`config.mk`:
```
export PLATFORM = sky130hd
export DESIGN_NAME = mem_port_arbiter
export DESIGN_NICKNAME = d
export VERILOG_FILES = /design/src/rtl/mem_port_arbiter.sv
export SDC_FILE = /design/constraint.sdc
export NUM_CORES = 1
export LEC_CHECK = 0
export BUFFER_PORTS_ARGS = -buffer_cell sky130_fd_sc_hd__buf_2
export CORE_ASPECT_RATIO = 1.2
export CORE_MARGIN = 2
export CORE_UTILIZATION = 42
export DETAILED_ROUTE_END_ITERATION = 8
export PLACE_DENSITY = 0.84
export SYNTH_ARGS = -nofsm -noshare
export SYNTH_HDL_FRONTEND = slang
export SYNTH_SLANG_ARGS = --single-unit
export TNS_END_PERCENT = 1
```
`constraint.sdc`:
```
create_clock -name clk -period 2.09 [get_ports clk]
set_input_delay 0.418 -clock clk [delete_from_list [all_inputs] [get_ports clk]]
set_output_delay 0.418 -clock clk [all_outputs]
set_load 0.005 [all_outputs]
```
`src/rtl/mem_port_arbiter.sv`:
```
// mem_port_arbiter: shares one single-port memory between instruction fetch
// and the data stage. One transaction in flight at a time. Data requests win
// by fixed priority. Defining ARB_STARVE_GUARD_EN adds a counter that hands
// the port to fetch after MAX_WAIT back-to-back data grants made while fetch
// was waiting.
module mem_port_arbiter #(
    parameter int AW       = 32,
    parameter int DW       = 32,
    parameter int MAX_WAIT = 4
) (
    input  logic          clk,
    input  logic          rst,        // synchronous, active-low
    input  logic          if_req,
    input  logic [AW-1:0] if_addr,
    output logic          if_gnt,
    output logic [DW-1:0] if_rdata,
    output logic          if_valid,
    input  logic          dm_req,
    input  logic          dm_we,
    input  logic [AW-1:0] dm_addr,
    input  logic [DW-1:0] dm_wdata,
    output logic          dm_gnt,
    output logic [DW-1:0] dm_rdata,
    output logic          dm_valid,
    output logic          mem_req,
    output logic          mem_we,
    output logic [AW-1:0] mem_addr,
    output logic [DW-1:0] mem_wdata,
    input  logic [DW-1:0] mem_rdata,
    input  logic          mem_ready,
    output logic          stall_if,
    output logic          stall_mem
);

    typedef enum logic [1:0] {IDLE, BUSY_IF, BUSY_DM} state_t;

    state_t        state_q, state_d;
    logic          mem_req_q, mem_req_d;
    logic          mem_we_q, mem_we_d;
    logic [AW-1:0] mem_addr_q, mem_addr_d;
    logic [DW-1:0] mem_wdata_q, mem_wdata_d;
    logic [DW-1:0] if_rdata_q, if_rdata_d;
    logic [DW-1:0] dm_rdata_q, dm_rdata_d;
    logic          if_valid_q, if_valid_d;
    logic          dm_valid_q, dm_valid_d;
    logic          if_gnt_c, dm_gnt_c;
    logic          fetch_first;   // starvation guard overrides data priority

`ifdef ARB_STARVE_GUARD_EN
    localparam int CW = $clog2(MAX_WAIT + 1);

    logic [CW-1:0] wait_cnt_q, wait_cnt_d;

    assign fetch_first = (wait_cnt_q == CW'(MAX_WAIT));

    // Count data grants that bypassed a waiting fetch; any other grant clears.
    always_comb begin
        wait_cnt_d = wait_cnt_q;
        if (if_gnt_c) begin
            wait_cnt_d = '0;
        end else if (dm_gnt_c) begin
            wait_cnt_d = if_req ? wait_cnt_q + CW'(1) : '0;
        end
    end

    // Wait counter register.
    always_ff @(posedge clk) begin
        if (!rst) wait_cnt_q <= '0;
        else      wait_cnt_q <= wait_cnt_d;
    end
`else
    // Guard compiled out: data always wins and MAX_WAIT has no effect.
    assign fetch_first = (MAX_WAIT < 0);
`endif

    // Arbitration, memory-port sequencing and completion handling.
    always_comb begin
        // NOTE: every signal gets a default first so no path leaves one
        // unassigned, which would infer a latch.
        state_d     = state_q;
        mem_req_d   = mem_req_q;
        mem_we_d    = mem_we_q;
        mem_addr_d  = mem_addr_q;
        mem_wdata_d = mem_wdata_q;
        if_rdata_d  = if_rdata_q;
        dm_rdata_d  = dm_rdata_q;
        if_valid_d  = 1'b0;
        dm_valid_d  = 1'b0;
        if_gnt_c    = 1'b0;
        dm_gnt_c    = 1'b0;
        case (state_q)
            IDLE: begin
                if (if_req && (!dm_req || fetch_first)) begin
                    if_gnt_c   = 1'b1;
                    state_d    = BUSY_IF;
                    mem_req_d  = 1'b1;
                    mem_we_d   = 1'b0;
                    mem_addr_d = if_addr;
                end else if (dm_req) begin
                    dm_gnt_c    = 1'b1;
                    state_d     = BUSY_DM;
                    mem_req_d   = 1'b1;
                    mem_we_d    = dm_we;
                    mem_addr_d  = dm_addr;
                    mem_wdata_d = dm_wdata;
                end
            end
            BUSY_IF: begin
                if (mem_ready) begin
                    if_rdata_d = mem_rdata;
                    if_valid_d = 1'b1;
                    mem_req_d  = 1'b0;
                    state_d    = IDLE;
                end
            end
            BUSY_DM: begin
                if (mem_ready) begin
                    // A store only acknowledges; load data stays untouched.
                    if (!mem_we_q) dm_rdata_d = mem_rdata;
                    dm_valid_d = 1'b1;
                    mem_req_d  = 1'b0;
                    state_d    = IDLE;
                end
            end
            default: state_d = IDLE;
        endcase
    end

    // State and datapath registers.
    always_ff @(posedge clk) begin
        if (!rst) begin
            // NOTE: the address/data registers are reset too, because
            // downstream logic observes them as zero straight after reset.
            state_q     <= IDLE;
            mem_req_q   <= 1'b0;
            mem_we_q    <= 1'b0;
            mem_addr_q  <= '0;
            mem_wdata_q <= '0;
            if_rdata_q  <= '0;
            dm_rdata_q  <= '0;
            if_valid_q  <= 1'b0;
            dm_valid_q  <= 1'b0;
        end else begin
            // NOTE: non-blocking assignments so every register samples the
            // pre-edge values regardless of statement order.
            state_q     <= state_d;
            mem_req_q   <= mem_req_d;
            mem_we_q    <= mem_we_d;
            mem_addr_q  <= mem_addr_d;
            mem_wdata_q <= mem_wdata_d;
            if_rdata_q  <= if_rdata_d;
            dm_rdata_q  <= dm_rdata_d;
            if_valid_q  <= if_valid_d;
            dm_valid_q  <= dm_valid_d;
        end
    end

    // Grants and stalls are combinational; all are held low while in reset.
    assign if_gnt    = rst & if_gnt_c;
    assign dm_gnt    = rst & dm_gnt_c;
    assign stall_if  = rst & if_req & ~if_valid_q;
    assign stall_mem = rst & dm_req & ~dm_valid_q;

    assign mem_req   = mem_req_q;
    assign mem_we    = mem_we_q;
    assign mem_addr  = mem_addr_q;
    assign mem_wdata = mem_wdata_q;
    assign if_rdata  = if_rdata_q;
    assign dm_rdata  = dm_rdata_q;
    assign if_valid  = if_valid_q;
    assign dm_valid  = dm_valid_q;

endmodule
```
Yosys cells after proc, flatten, opt, wreduce, memory -nomap -nowiden
Index checks and enable logic that the tools add are counted.
- logic and storage cells: 55
- bits in registers: 134
- output and inout bits: 136
- bits of input ports: 134
- reductions and logical operators: 14
- bitwise gates (word level): 10
- equal/unequal tests: 4
- mux-type cells: 18
- operator list (cell ; count):
    32-bit two-way mux ; 2
    1-bit two-way mux ; 11
    2-bit AND reduction ; 5
    3-bit AND reduction ; 3
    1-bit AND ; 6
    2-bit two-way mux ; 3
    1-bit inverter ; 4
    2-bit one-hot mux with 2 select lines ; 1
    2-bit nonzero test ; 2
    3-bit inequality test (second input constant) ; 1
    2-bit by 1-bit equality test with 1-bit output (second input constant) ; 1
    2-bit equality test (second input constant) ; 1
    2-bit logical NOT ; 1
    2-bit by 1-bit inequality test with 1-bit output (second input constant) ; 1
    1-bit one-hot mux with 2 select lines ; 1
    2-bit OR reduction ; 1
    1-bit logical AND ; 1
    1-bit logical NOT ; 1

Depth between registers and ports, before layout
Gate-level depths: netlist (run 1).
- depth in word-level cells: 5
- mapped depth: 7
- mapped depth without buffers: 5

Worst setup path after synthesis (run 1)
Ideal clock, no wire load.
- path kind: input to output
- start: in dm_req
- end: out if_gnt
- path buffers: 3
- stages: 5
- arrival: 1.117 ns
- path slack: 0.555 ns
- data required time: 1.672 ns
- path through: buf_2 -> nor2b_1 -> buf_2 -> buf_4 -> and3_1
- word-level cells in the longest chain between the ends: 5
- ends and longest elaborated chain (what ; line ; RTL):
    start, declared ; 18 ; input logic dm_req,
    1-bit logical NOT ; 93 ; if (if_req && (!dm_req || fetch_first)) begin
    1-bit logical AND ; 93 ;
    1-bit two-way mux ; 93 ;
    1-bit two-way mux ; 91 ; case (state_q)
    1-bit AND ; 159 ; assign if_gnt = rst & if_gnt_c;
    end, declared ; 15 ; output logic if_gnt,
No other way between the ends.

Worst setup path after layout (run 1)
- start: reg state_q[0]
- end: out dm_gnt
- word-level cells in the longest chain between the ends: 3
- ends and longest elaborated chain (what ; line ; RTL):
    start, declared ; 37 ; state_t state_q, state_d;
    start signal, assigned ; 146 ; state_q <= state_d;
    2-bit logical NOT ; 91 ;
    1-bit two-way mux ; 91 ;
    1-bit AND ; 160 ; assign dm_gnt = rst & dm_gnt_c;
    end, declared ; 22 ; output logic dm_gnt,
No other way between the ends.

==> results.yml, run 1 <==
drt:
  dr_wl_met3_microns: 1120
  viasPerCell: 4.94
  dr_total_vias: 5241
  top_layer: "met4"
  drc: 0
  dr.pass1.iters: 4
  wl_per_cell_microns: 14.0
  wl_microns: 14900
  ant_nets: 0
  met1Wirelength_microns: 6250
  drtIter0Drc: 296
  dr_wl_met2_microns: 7260
sta:
  worst_pin_slew_ps: 663
  fin_crit_sh_pct: 89.3
  final_max_slew_viol_count: 0
  setup_viol: 0
  max-slew-margin-rel_pct: 55.8
  fmax_mhz: 536
  fin_worst_skew_ps: 10.1
  rsz0062_at_grt: "false"
  fin_crit_ps: 1870
  setup_tns_ps: 0
  final-hold-violation-count: 0
worst_hold_path:
  hp-class: "input port to flip-flop"
setup_path:
  crit_required_ps: 1670
  cp.arrival_ps: 1450
  critical_path_class: "flip-flop to primary output"
  cp_cell_sequence: "inv_1 > ha_1 > and3_1 > buf_2"
  startpoint_type: "flip-flop"
  cpMaxStageDelayCell: "dfxtp_1"
  endpoint_kind: "primary output"
  cp_max_fo: 9
  cpPeakStageDelay_ps: 350
logic_synthesis:
  async_flop_share_pct: 0
  synth_area_sq_mm: 0.00522
  synth_ff_type: "dfxtp_1"
  synth_top_family_by_area: "compound AO/OA/AOI/OAI gates"
  synthMuxAreaShare_pct: 0
  ys_ff_latch: 134
  synth_edf_count: 0
  synth.distinct_cells: 25
  synth_compound_area_share_pct: 24.2
  synth_warnings: 0
  yosys.area_share.adder_pct: 0.720
  avgSynthCellArea_sq_um: 8.15
  ys_seq_area_share_pct: 51.4
  syn_inst: 640
  synth_xor_area_share_pct: 0
  syn-num-nets: 777
  synth-simple-area-share_pct: 18.9
layout:
  multi_input_area_sq_mm: 0.00229
  antenna_cells: 0
  seqCellArea_sq_mm: 0.00268
  final-instance-count-excl-fill: 1060
  final_nets: 1025
  area_growth_syn_to_layout_pct: 39.1
  nFillCells: 1117
  fin_area_sq_mm: 0.00726
  drive_above_1_share_pct: 34.7
placed_design:
  portBuffers: 269
  dpl.cell_count: 1030
  hpwl_microns: 10400
  routabilityCongestion: 0.809
  place_area_sq_mm: 0.00664
global_routing:
  grt_overflow: 0
  grt_pass1_wl_microns: 24000
  grt_pass1_vias: 5059
  antenna_found_initial: 0
  gr-usage-all-layers_pct: 22.4
  grt_max_degree: 102
clocking:
  cts_tree: "yes"
  clkTransAtPathRegs_ps: 60
  hold_buffers: 0
  cts_root_buf: "clkbuf_16"
  cts_buffer_depth: 2
  clock_latency_ps: 410
  cts_made_buffers: 17
  post_cts_buffers: 0
  cts_resized: 0
  htree_levels: 4
  cts.sink_count: 134
run_status:
  outcome: "complete, no violations"
power:
  pwr-share-seq_pct: 41.1
  power_density_mw_per_mm2: 952
  p_int_mw: 5.19
  swShare_pct: 24.9
  p_leak_nw: 3.43
  power_frac_clock_pct: 45.2
  power_switching_mw: 1.72
  pwr-share-comb_pct: 13.7
  ir_drop_mv: 0.696
floorplanning:
  core_sq_mm: 0.0121
  fp.dieH_microns: 126
  die_w_microns: 106
  ioPinCount: 270
  fp-row-count: 44
  design.die.area_sq_mm: 0.0133
  initial_core_util_pct: 43.1
job:
  maxCapViolations: 0
[worst max-delay path: cells and delay by family (launching register included)]
family | cells | cell delay [ps]
and+or+nand+nor | 1 | 200
adders and majority gates | 1 | 300
buffers and inverters | 2 | 190
DFF | 1 | 350
[logic make-up (layout without fill, tap and decap cells)]
logic type                 count (synthesis)  in the layout
AOI/OAI and AO/OA                        200            200
adders and majority gates                  3              3
and+or+nand+nor                          251            251
DFF                                      134            134
buffers and inverters                     52            311
[worst paths after layout]
path	from	endpoint	slack, ps	depth (start not counted)
max	state_q[0]	dm_gnt	220	4
min	dm_wdata[1]	mem_wdata[1]	240	3
max reg2reg	state_q[0]	mem_addr[30]	410	5
min reg2reg	mem_wdata[31]	mem_wdata[31]	450	2
[registers in the layout, indices dropped and copies added, names as in the netlist, 2 cells and up]
name	flops
mem_wdata	32
state_q	2
mem_addr	32
if_rdata	32
dm_rdata	32
[per-layer routing]
metal  global-route usage (%)  vias up
li1                         -     2604
met1                     26.9     2373
met2                     38.0      240
met3                     6.21       24
met4                     8.28        0
met5                        0        -
[per-stage QoR]
step / hold slack (ps) / utilization [%] / power, mW / setup WS, ps
finish: 244 / 59.9 / 6.91 / 223
global route: 229 / 59.9 / 7.24 / 114
CTS: 227 / 59.9 / 6.98 / 189
detailed placement: 442 / 54.8 / 3.84 / 390
global placement: 437 / 54.8 / 3.82 / 464
floorplan: 451 / - / 3.39 / 555
[power groups by stage]
stage | registers [mW] | logic (mW) | clock network [mW]
final | 2.84 | 0.949 | 3.12
after floorplan | 2.90 | 0.483 | 0
after global routing | 2.86 | 1.07 | 3.32
after CTS | 2.84 | 0.958 | 3.18
after detailed placement | 2.89 | 0.957 | 0
after global placement | 2.89 | 0.934 | 0
[cell type report]
class	instances	share of cell area, %
Clock buffer	18	6.05
Clock inverter	12	2.45
Inverter	2	0.103
Multi-Input combinational cell	454	31.5
Sequential cell	134	37.0
Tap cell	161	2.78
Timing Repair Buffer	279	20.1
[cell usage after synthesis, types with 4 or more instances]
master	number	area share, %
a21boi_0	47	6.8
nand2_1	231	17
clkbuf_1	22	1.6
and3_1	4	0.48
a21oi_1	63	6.0
buf_4	9	1.3
dfxtp_1	134	51
o21ai_0	34	3.3
nor2b_1	5	0.60
buf_2	16	1.5
a21boi_1	51	7.3
nor2_1	4	0.29
[cells in the final DEF (no fill, tap or decap)]
cell type	synthesis	routed
nand2_1	231	231
dfxtp_1	134	134
clkbuf_8	0	1
inv_1	2	2
buf_2	16	268
a22oi_1	1	1
a21boi_1	51	51
o21a_2	1	1
ha_1	3	3
and3b_1	1	1
o31a_1	1	1
clkinv_4	0	2
buf_12	0	3
buf_4	9	8
nand2b_1	2	2
o21ai_2	1	1
clkbuf_16	0	17
and2_1	2	2
a21oi_1	63	63
nor2_1	4	4
nor2b_2	0	1
nor2b_1	5	4
clkinv_2	0	3
nor3_1	1	1
clkinvlp_4	0	1
nand3b_1	1	1
inv_6	0	2
a21boi_0	47	47
a31oi_1	1	1
and3_1	4	4
o21ai_0	34	34
bufinv_16	0	4
(Power assumes the default switching activity.)
==> run 2: changes to the inputs <==
--- a/config.mk
+++ b/config.mk
@@ -10,7 +10,9 @@
 export CORE_MARGIN = 2
 export CORE_UTILIZATION = 42
 export DETAILED_ROUTE_END_ITERATION = 8
+export GPL_TIMING_DRIVEN = 0
 export PLACE_DENSITY = 0.84
+export SLEW_MARGIN = 25
 export SYNTH_ARGS = -nofsm -noshare
 export SYNTH_HDL_FRONTEND = slang
 export SYNTH_SLANG_ARGS = --single-unit
==> run 2 against run 1 <==
Net effect: clock power about the same; global-route usage increased by 0.49 points; register-to-register slack about the same; setup slack got worse by 19 ps; via count increased by 3.7%; fmax decreased by 0.99%; wire length increased by 4.0%; critical path type unchanged.
==> results.yml, run 2 (same netlist as run 1, synthesis figures left out) <==
run_status:
  outcome: "complete, no violations"
power:
  swShare_pct: 25.0
  pwr-share-seq_pct: 40.9
  p_leak_nw: 3.50
  power_switching_mw: 1.73
  p_int_mw: 5.21
  ir_drop_mv: 0.465
  power_density_mw_per_mm2: 941
  pwr-share-comb_pct: 14.0
  power_frac_clock_pct: 45.1
floorplanning:
  design.die.area_sq_mm: 0.0133
  fp-row-count: 44
  die_w_microns: 106
  initial_core_util_pct: 43.1
  fp.dieH_microns: 126
  core_sq_mm: 0.0121
  ioPinCount: 270
global_routing:
  grt_overflow: 0
  antenna_found_initial: 0
  grt_pass1_vias: 5199
  grt_pass1_wl_microns: 24300
  gr-usage-all-layers_pct: 22.8
  grt_max_degree: 17
drt:
  viasPerCell: 4.94
  drtIter0Drc: 256
  wl_microns: 15500
  drc: 0
  dr.pass1.iters: 5
  dr_total_vias: 5433
  wl_per_cell_microns: 14.1
  ant_nets: 0
clocking:
  cts.sink_count: 134
  cts_made_buffers: 17
  hold_buffers: 0
  clock_latency_ps: 400
  cts_buffer_depth: 2
  cts_tree: "yes"
  post_cts_buffers: 0
  htree_levels: 4
  cts_resized: 0
  cts_root_buf: "clkbuf_16"
  clkTransAtPathRegs_ps: 60
layout:
  area_growth_syn_to_layout_pct: 41.4
  final_nets: 1063
  drive_above_1_share_pct: 34.5
  antenna_cells: 0
  mostFrequentLayoutCells: "buf_2, nand2_1, dfxtp_1"
  final_util_pct: 60.9
  layout_commonest_cell: "buf_2"
  nFillCells: 1118
setup_path:
  cp-startpoint: "state_q[0]"
  endpoint_kind: "primary output"
  reg2reg_depth: 6
  critical_path_class: "flip-flop to primary output"
  r2r_start: "state_q[0]"
  cpPeakStageDelay_ps: 350
  cpMaxStageDelayCell: "dfxtp_1"
  cp.arrival_ps: 1470
  startpoint_type: "flip-flop"
  crit_required_ps: 1670
  cp_cell_sequence: "inv_1 > ha_1 > and3_1 > buf_2"
  cp_max_fo: 9
job:
  maxCapViolations: 0
sta:
  rsz0062_at_grt: "false"
  fin_crit_ps: 1890
  final-hold-violation-count: 0
  fmax_mhz: 530
  fin_crit_sh_pct: 90.2
  final_max_slew_viol_count: 0
  fin_worst_skew_ps: 9.64
  setup_tns_ps: 0
  max-slew-margin-rel_pct: 62.4
  setup_viol: 0
  worst_pin_slew_ps: 564
worst_hold_path:
  worstHoldStart: "dm_addr[9]"
  min_path_cells: 3
  hp-class: "input port to flip-flop"
placed_design:
  hpwl_microns: 11800
  portBuffers: 267
  routabilityCongestion: 0.840
[run 2: final timing paths]
path                                 endpoint  slack [ps]
worst max-delay path                   dm_gnt         200
worst min-delay path              mem_addr[9]         250
worst max register to register  mem_wdata[27]         400
worst min register to register  mem_wdata[24]         450
[run 2: power by group through the flow]
stage / sequential, mW / clock (mW) / combinational (mW)
5_1_grt: 2.85 / 3.30 / 1.10
3_3_place_gp: 2.88 / 0 / 0.960
4_1_cts: 2.83 / 3.18 / 0.977
2_1_floorplan: 2.90 / 0 / 0.483
6_report: 2.83 / 3.13 / 0.971
3_5_place_dp: 2.89 / 0 / 0.975
[run 2: worst max-delay path, delay by kind of cell, from the launching register on]
family,cells,cell delay (ps)
buffers and inverters,2,200
DFF,1,350
adders and majority gates,1,310
and+or+nand+nor,1,200
[run 2: metal layers]
metal,share of wire (%),GRT usage [%],vias up
li1,-,-,2687
met1,41,25.6,2478
met2,49,40.5,244
met3,8.0,6.73,24
met4,2.2,8.98,0
met5,0,0,-
[run 2: cell type report]
class                           instances  area [sq um]  share of cell area, %
Sequential cell                       134          2680                   36.4
Multi-Input combinational cell        454          2280                   31.0
Timing Repair Buffer                  267          1340                   18.1
Clock buffer                           19           443                   6.01
Buffer                                 50           241                   3.28
Tap cell                              161           201                   2.73
Clock inverter                         12           176                   2.39
Inverter                                2          7.51                  0.102
[run 2: stage by stage]
stage          area [sq um]  total power, mW  setup slack [ps]  hold slack [ps]  cells
3_5_place_dp           6750             3.86               300              442   1068
5_1_grt                7370             7.25               101              231   1099
4_1_cts                7370             6.99               172              228   1099
6_report               7370             6.94               204              247   1099
2_1_floorplan          5220             3.39               555              451    640
3_3_place_gp           6750             3.84               308              438   1068
==> run 3: changes to the inputs <==
--- a/config.mk
+++ b/config.mk
@@ -6,12 +6,14 @@
 export NUM_CORES = 1
 export LEC_CHECK = 0
 export BUFFER_PORTS_ARGS = -buffer_cell sky130_fd_sc_hd__buf_2
+export CELL_PAD_IN_SITES_DETAIL_PLACEMENT = 1
+export CELL_PAD_IN_SITES_GLOBAL_PLACEMENT = 1
 export CORE_ASPECT_RATIO = 1.2
 export CORE_MARGIN = 2
-export CORE_UTILIZATION = 42
+export CORE_UTILIZATION = 31
 export DETAILED_ROUTE_END_ITERATION = 8
 export GPL_TIMING_DRIVEN = 0
-export PLACE_DENSITY = 0.84
+export PLACE_DENSITY = 0.88
 export SLEW_MARGIN = 25
 export SYNTH_ARGS = -nofsm -noshare
 export SYNTH_HDL_FRONTEND = slang
==> constraint.sdc (replaced) <==
create_clock -name clk -period 1.8 [get_ports clk]
set_input_delay 0.36 -clock clk [delete_from_list [all_inputs] [get_ports clk]]
set_output_delay 0.36 -clock clk [all_outputs]
set_load 0.005 [all_outputs]
==> run 3 against run 2 <==
Net effect: core utilization decreased by 15 points; clock skew decreased by 0.81 ps; sequential share of layout area is 0.30 points lower; cell area up 0.92%; final cell count is 4.7% higher; clock-buffer cell count unchanged; register-to-register slack worse by 160 ps; combinational power grew 20%; die area up 34%; critical endpoint unchanged.
==> results.yml, run 3 (same netlist as run 1, synthesis figures left out) <==
run_status:
  outcome: "complete, no violations"
setup_path:
  crit_buf_inv: 2
  cp.depth: 4
  endpoint_kind: "primary output"
  crit_required_ps: 1440
  cp.arrival_ps: 1350
  startpoint_type: "flip-flop"
  cpMaxStageDelayCell: "dfxtp_2"
  cp_max_fo: 9
  critical_path_class: "flip-flop to primary output"
  critical-path-top-delay-family: "flip-flops"
  reg2reg_depth: 6
  cpPeakStageDelay_ps: 330
  cp_cell_sequence: "inv_1 > ha_4 > and3_1 > buf_2"
drt:
  viasPerCell: 4.73
  drc: 0
  wl_microns: 18200
  wl_per_cell_microns: 15.8
  dr.pass1.iters: 4
  ant_nets: 0
  drtIter0Drc: 140
  dr_total_vias: 5442
floorplanning:
  die_w_microns: 122
  ioPinCount: 270
  core_sq_mm: 0.0163
  fp-row-count: 51
  design.die.area_sq_mm: 0.0179
  initial_core_util_pct: 31.9
  fp.dieH_microns: 146
worst_hold_path:
  min_path_cells: 3
  hp-class: "input port to flip-flop"
layout:
  nFillCells: 2097
  antenna_cells: 0
  final_nets: 1063
  layout_commonest_cell: "buf_2"
  fin_area_sq_mm: 0.00744
  drive_above_1_share_pct: 35.6
  final_util_pct: 45.5
  area_growth_syn_to_layout_pct: 42.7
  mostFrequentLayoutCells: "buf_2, nand2_1, dfxtp_1"
global_routing:
  grt_overflow: 0
  antenna_found_initial: 0
  grt_pass1_wl_microns: 28600
  grt_max_degree: 17
  grt_pass1_vias: 5741
  gr-usage-all-layers_pct: 20.3
clocking:
  cts_buffer_depth: 2
  clkTransAtPathRegs_ps: 60
  clock_latency_ps: 410
  htree_levels: 4
  cts_root_buf: "clkbuf_16"
  cts_tree: "yes"
  cts_made_buffers: 17
  hold_buffers: 0
  cts.sink_count: 134
sta:
  fin_hold_ws_ps: 181
  final_max_slew_viol_count: 0
  worst_pin_slew_ps: 518
  max-slew-margin-rel_pct: 65.4
  setup_tns_ps: 0
  fin_crit_sh_pct: 94.9
  fin_worst_skew_ps: 8.83
  setup_viol: 0
  final-hold-violation-count: 0
  fmax_mhz: 585
  rsz0062_at_grt: "false"
  fin_crit_ps: 1710
power:
  p_leak_nw: 3.50
  ir_drop_mv: 0.545
  power_density_mw_per_mm2: 1070
placed_design:
  portBuffers: 267
  hpwl_microns: 14100
  place_area_sq_mm: 0.00682
  routabilityCongestion: 0.780
job:
  maxCapViolations: 0
[run 3: changes by cell type in the layout (fill, tap and decap cells not counted), sizes merged]
cell and delta:
clkinv +1, bufinv -2, clkinvlp +1, inv +1
[run 3: per-layer routing]
| layer | GRT usage (%) | vias up | wire, microns |
|---|---|---|---|
| met5 | 0 | - | 0 |
| met4 | 6.38 | 0 | 325 |
| met3 | 6.05 | 21 | 1230 |
| met2 | 37.5 | 197 | 9470 |
| met1 | 21.7 | 2546 | 7150 |
| li1 | - | 2678 | - |
[run 3: area by class of cell]
type / instances / area (sq um) / share of cell area, %
timing repair buffer: 267 / 1340 / 18.0
buffer: 50 / 251 / 3.38
sequential: 134 / 2690 / 36.1
inverter: 2 / 7.51 / 0.101
multi-input combinational: 454 / 2300 / 30.9
tap: 212 / 265 / 3.57
clock inverter: 13 / 145 / 1.95
clock buffer: 19 / 453 / 6.09
[run 3: final timing paths]
check | endpoint | slack, ps | start
worst min register to register | mem_wdata[22] | 450 | mem_wdata[22]
worst max-delay path | dm_gnt | 90 | state_q[0]
worst max register to register | mem_addr[31] | 240 | state_q[0]
worst min-delay path | mem_wdata[24] | 180 | dm_wdata[24]
[run 3: repair_timing]
item | in CTS | in global routing
endpoints found under the setup margin | 5 | 31
resized for setup | 2 | 13
buffers inserted | 0 | 0
[run 3: stage by stage]
step | std cells | setup slack [ps] | total power, mW
final | 1151 | 91.6 | 7.96
after global placement | 1119 | 49.2 | 4.49
after detailed placement | 1119 | 6.86 | 4.53
after floorplan | 640 | 381 | 3.93
after global routing | 1151 | 3.01 | 8.39
after CTS | 1151 | 23.0 | 8.09
[run 3: worst register-to-register path: stages (launching register included)]
cell and delay (ps):
dfxtp_2 330, inv_1 120, ha_4 220, o21a_2 200
clkbuf_1 350, o21ai_0 150, a21oi_1 140
[run 3: power breakdown]
part / switching, mW / total (mW) / internal (mW) / leakage, nW
registers: 0.105 / 3.29 / 3.19 / 1.10
logic: 0.654 / 1.17 / 0.519 / 2.12
clock network: 1.37 / 3.50 / 2.13 / 0.286
